$ cat src/rtl/xor_stream_cipher.sv
// xor_stream_cipher: loads a variable-length key, then XORs a message stream against it cyclically with valid/ready handshakes.
module xor_stream_cipher #(
  parameter int DATA_W = 8,
  parameter int KEY_DEPTH = 64,
  parameter int MAX_LEN = 512,
  localparam int KW = $clog2(KEY_DEPTH + 1),
  localparam int LW = $clog2(MAX_LEN + 1)
) (
  input  logic              iClk,
  input  logic              iRst,
  input  logic              iStart,
  input  logic              iKey_reuse,
  input  logic [KW-1:0]     iKey_len,
  input  logic [LW-1:0]     iMsg_len,
  input  logic              iKey_valid,
  input  logic [DATA_W-1:0] iKey_data,
  output logic              oKey_ready,
  input  logic              iMsg_valid,
  input  logic [DATA_W-1:0] iMsg_data,
  output logic              oMsg_ready,
  output logic              oCt_valid,
  output logic [DATA_W-1:0] oCt_data,
  input  logic              iCt_ready,
  output logic              oBusy,
  output logic              oDone,
  output logic              oErr
);
  localparam int AW = KEY_DEPTH > 1 ? $clog2(KEY_DEPTH) : 1;
  localparam logic [KW-1:0] KMAX = KW'(KEY_DEPTH);
  localparam logic [LW-1:0] LMAX = LW'(MAX_LEN);
  typedef enum logic [1:0] {IDLE, LOAD_KEY, CRYPT, DONE} stateT;
  stateT state, stateNext;
  logic [DATA_W-1:0] keyMem [KEY_DEPTH];
  logic [KW-1:0] keyLen, kidx;
  logic [LW-1:0] msgLen, inCnt, outCnt;
  logic keyLoaded, startTake, reject, keyHs, msgHs, ctHs, kidxLast, lastOut;
  always_comb begin
    reject = iMsg_len == '0 || iMsg_len > LMAX ||
             (!iKey_reuse && (iKey_len == '0 || iKey_len > KMAX)) ||
             (iKey_reuse && !keyLoaded);
    startTake = iStart && (state == IDLE || state == DONE);
    oKey_ready = state == LOAD_KEY;
    oMsg_ready = state == CRYPT && inCnt < msgLen && (!oCt_valid || iCt_ready);
    oBusy = state == LOAD_KEY || state == CRYPT;
    keyHs = oKey_ready && iKey_valid;
    msgHs = oMsg_ready && iMsg_valid;
    ctHs = oCt_valid && iCt_ready;
    kidxLast = kidx == keyLen - KW'(1);
    lastOut = ctHs && outCnt == msgLen - LW'(1);
    stateNext = startTake ? (reject ? IDLE : iKey_reuse ? CRYPT : LOAD_KEY) :
                keyHs && kidxLast ? CRYPT :
                lastOut ? DONE : state;
  end
  always_ff @(posedge iClk)
    if (keyHs) keyMem[kidx[AW-1:0]] <= iKey_data;
  always_ff @(posedge iClk or negedge iRst)
    if (!iRst) begin
      state <= IDLE;
      keyLen <= '0;
      kidx <= '0;
      msgLen <= '0;
      inCnt <= '0;
      outCnt <= '0;
      keyLoaded <= 1'b0;
      oCt_valid <= 1'b0;
      oCt_data <= '0;
      oDone <= 1'b0;
      oErr <= 1'b0;
    end else begin
      state <= stateNext;
      if (startTake) begin
        oDone <= 1'b0;
        oErr <= reject;
        kidx <= '0;
        inCnt <= '0;
        outCnt <= '0;
        if (!reject) msgLen <= iMsg_len;
        if (!reject && !iKey_reuse) keyLen <= iKey_len;
      end
      if (keyHs) begin
        kidx <= kidxLast ? '0 : kidx + KW'(1);
        keyLoaded <= keyLoaded || kidxLast;
      end
      if (msgHs) begin
        oCt_data <= iMsg_data ^ keyMem[kidx[AW-1:0]];
        inCnt <= inCnt + LW'(1);
        kidx <= kidxLast ? '0 : kidx + KW'(1);
      end
      if (ctHs) outCnt <= outCnt + LW'(1);
      oCt_valid <= msgHs || (oCt_valid && !iCt_ready);
      if (lastOut) oDone <= 1'b1;
    end
endmodule

$ cat config.mk
export PLATFORM = sky130hd
export DESIGN_NAME = xor_stream_cipher
export DESIGN_NICKNAME = d
export VERILOG_FILES = /design/src/rtl/xor_stream_cipher.sv
export SDC_FILE = /design/constraint.sdc
export NUM_CORES = 1
export LEC_CHECK = 0
export CORE_MARGIN = 3
export CORE_UTILIZATION = 47
export CTS_BUF_LIST = sky130_fd_sc_hd__clkbuf_4
export DETAILED_ROUTE_END_ITERATION = 6
export PLACE_DENSITY_LB_ADDON = 0.2
export SLEW_MARGIN = 20
export SYNTH_ARGS = -nofsm -noshare
export SYNTH_HDL_FRONTEND = slang
export SYNTH_SLANG_ARGS = --single-unit
$ cat constraint.sdc
create_clock -name iClk -period 2.9 [get_ports iClk]
set_clock_uncertainty 0.05 [all_clocks]
set_input_delay 0.435 -clock iClk [delete_from_list [all_inputs] [get_ports iClk]]
set_output_delay 0.435 -clock iClk [all_outputs]
set_load 0.02 [all_outputs]
==> results.cfg <==
[power_and_ir_drop]
vdd_drop_max_uv = 379.1
p_per_area_mw_per_mm2 = 646.9
p_leak_nw = 10.14

[clocking]
path_clk_slew_ps = 60
tritoncts = built
insertion_delay_ps = 1000
htreeDepth = 4
cts_buffers = 149
clk_path_buf_depth = 3
cts-root-buf = clkbuf_4
clock-sinks = 570

[hold_path]
hp-start = iKey_len[5]
hold_path_class = in -> reg

[synth]
synth_ff_type = edfxtp_1
ys_seq_area_share_pct = 71.54
synth_top_area_share_pct = 65.37
synth.area.top_cells = edfxtp_1, dfrtp_1, mux2i_1, mux2_2, mux4_2
yosysWarnings = 0
synth-seq-cells = 570
syn_avg_cell_area_um2 = 15.71
netlist_area_mm2 = 0.02352
yosysTopAreaCell = edfxtp_1
postSynthCellCount = 1497
syn_nets = 1553
synth_edf_count = 512
synth_cell_types = 73
synthArstFlopShare_pct = 10.18

[detailed_routing]
drt_iter0_drc = 1732
vias = 15640
wl_per_cell_um = 25.90
drt_wl_total_um = 68910
viasPerCell = 5.877
route.detailed.drc = 0
drtAntennaViolNets = 0
firstDrtPassIters = 5

[floorplanning]
design.die.area_mm2 = 0.05277
io_pins = 54
die_y_um = 229.7
initial_core_util_pct = 47.85
row_count = 81
fp.dieW_um = 229.7
core_mm2 = 0.04915

[critical_path]
worstPathRequired_ps = 3760
max_stage_delay_ps = 500
critPathLaunchType = flip-flop
cp-end-kind = flip-flop
cp_max_fo = 13
slowest_stage = mux4_2
crit_chain = buf_12 > buf_12 > mux4_2 > nand2_1 > a21oi_1 > a21oi_1 > buf_4 > o221ai_1 > or4_1 > nand3b_1
r2r_start = kidx[0]
crit_type = reg -> reg
crit_path_start = kidx[0]
cp.arrival_ps = 3690

[grt]
antenna_found_initial = 2
grt_pass1_vias = 15750
grt_usage_pct = 26.55
grt_max_degree = 65
grt_pass1_wl_um = 102200
grt.overflow.total = 0

[run_status]
status = finished, final reports clean

[cells_and_area]
fin_nets = 1943
area_delta_synth_final_pct = 22.14
drive_gt1_share_pct = 31.06

[timing]
setup_viol = 0
drv_slew = 0
setup_tns_ps = 0
fin_crit_sh_pct = 97.55
tightest_slew_ps = 1076
holdWs_ps = 89.35
hold_viol_final = 0
fin_crit_ps = 2829
fmax_ghz = 0.3535
relSlewSlack_pct = 28.27

[placed_design]
hpwl_um = 45410
routabilityCongestion = 0.9397
io_buffer_count = 53

[run]
cap_violations = 0
[layout make-up]
type	instances	area, um^2
fillers	3866	20420
diodes	4	10.01
inverters	24	90.09
clock buffers	224	1682
multi-input cells	818	6250
flip-flops and latches	570	16840
repair buffers	324	2795
well taps	664	830.8
clock inverters	33	232.7
[Yosys cell counts (17+ instances only)]
cell type and count:
nor2_1 100, o21ai_0 58, xnor2_1 17, a21oi_1 32, mux2_2 55, a22o_1 17, buf_2 35, nand2_1 69
edfxtp_1 512, inv_1 22, a221oi_1 43, a22oi_1 47, mux4_2 23, o22ai_1 23, nand3_1 31, mux2i_1 90
clkbuf_1 28, dfrtp_1 58
[critical path, delay by kind of cell (launching register included)]
kind / cells / cell delay [ps]
simple gates: 3 / 670
compound gates: 3 / 540
flops: 1 / 450
buf+inv: 3 / 510
mux: 1 / 500
[metal layers]
metal	up-vias	global-route usage, %	share of wire, %
li1	6819	-	-
met1	7791	36.24	41
met2	860	40.72	45
met3	170	6.925	10
met4	0	11.24	3.6
met5	-	0	0
[path summary, 6_finish.rpt]
kind | slack (ps) | endpoint | cells past startpoint
worst max-delay path | 70 | oCt_data[4] | 10
min in group asynchronous | 350 | oCt_data[7] | 3
worst min-delay path | 90 | keyLen[5] | 2
max in group asynchronous | 1940 | inCnt[6] | 4
worst max register to register | 70 | oCt_data[4] | 10
worst min register to register | 410 | keyLoaded | 1
[sequential cells by signal, summed over array words and instances (netlist names)]
register,count
keyMem,512
inCnt,10
msgLen,10
outCnt,10
oCt_data,8
keyLen,7
kidx,7
state,2
keyLoaded,1
oCt_valid,1
oDone,1
oErr,1
[cells in the final DEF, fill, tap and decap left out, types with 19 or more instances in the layout]
| cell | Yosys | layout |
|---|---|---|
| buf_4 | 6 | 232 |
| a22oi_1 | 47 | 47 |
| inv_1 | 22 | 19 |
| o21ai_0 | 58 | 55 |
| nand3_1 | 31 | 31 |
| mux2_2 | 55 | 55 |
| mux4_2 | 23 | 23 |
| nor2_1 | 100 | 100 |
| a21oi_1 | 32 | 30 |
| a221oi_1 | 43 | 40 |
| clkdlybuf4s50_1 | 0 | 42 |
| nand2_1 | 69 | 69 |
| clkbuf_4 | 0 | 224 |
| dfrtp_1 | 58 | 53 |
| clkinv_1 | 2 | 22 |
| edfxtp_1 | 512 | 512 |
| o22ai_1 | 23 | 23 |
| dlygate4sd3_1 | 0 | 22 |
| mux2i_1 | 90 | 88 |
[power breakdown]
group | internal (W) | switching (W) | total (W) | leakage [nW]
sequential | 0.00908 | 0.000167 | 0.00925 | 5.36
clock | 0.00386 | 0.00322 | 0.00708 | 1.16
combinational | 0.00102 | 0.00124 | 0.00225 | 3.62
[timing repair]
action                     CTS  global route
hold endpoints to repair   259             0
setup endpoints to repair    2             6
gates resized for setup     19            15
setup buffers                8             3
hold buffers                23             0
pin swaps                    3             2
gates cloned                 0             0
[per-stage QoR]
step | total power (W) | setup slack, ps | utilization, % | area, um^2 | cells
2_1_floorplan | 0.01049 | 599.2 | - | 23520 | 1497
3_3_place_gp | 0.01144 | 30.98 | 53.64 | 26370 | 2366
3_5_place_dp | 0.01149 | 53.41 | 53.64 | 26370 | 2366
4_1_cts | 0.01867 | 5.109 | 58.23 | 28620 | 2654
5_1_grt | 0.01934 | -8.969 | 58.44 | 28730 | 2660
6_report | 0.01859 | 70.97 | 58.45 | 28730 | 2661
[cell families after synthesis]
family          synth area share, %
mux                           8.665
simple gates                  6.192
xor+xnor                      1.043
flops                         71.54
fa+ha+maj                    0.8511
buf+inv                       2.357
compound gates                9.357
(Power assumes the default switching activity.)
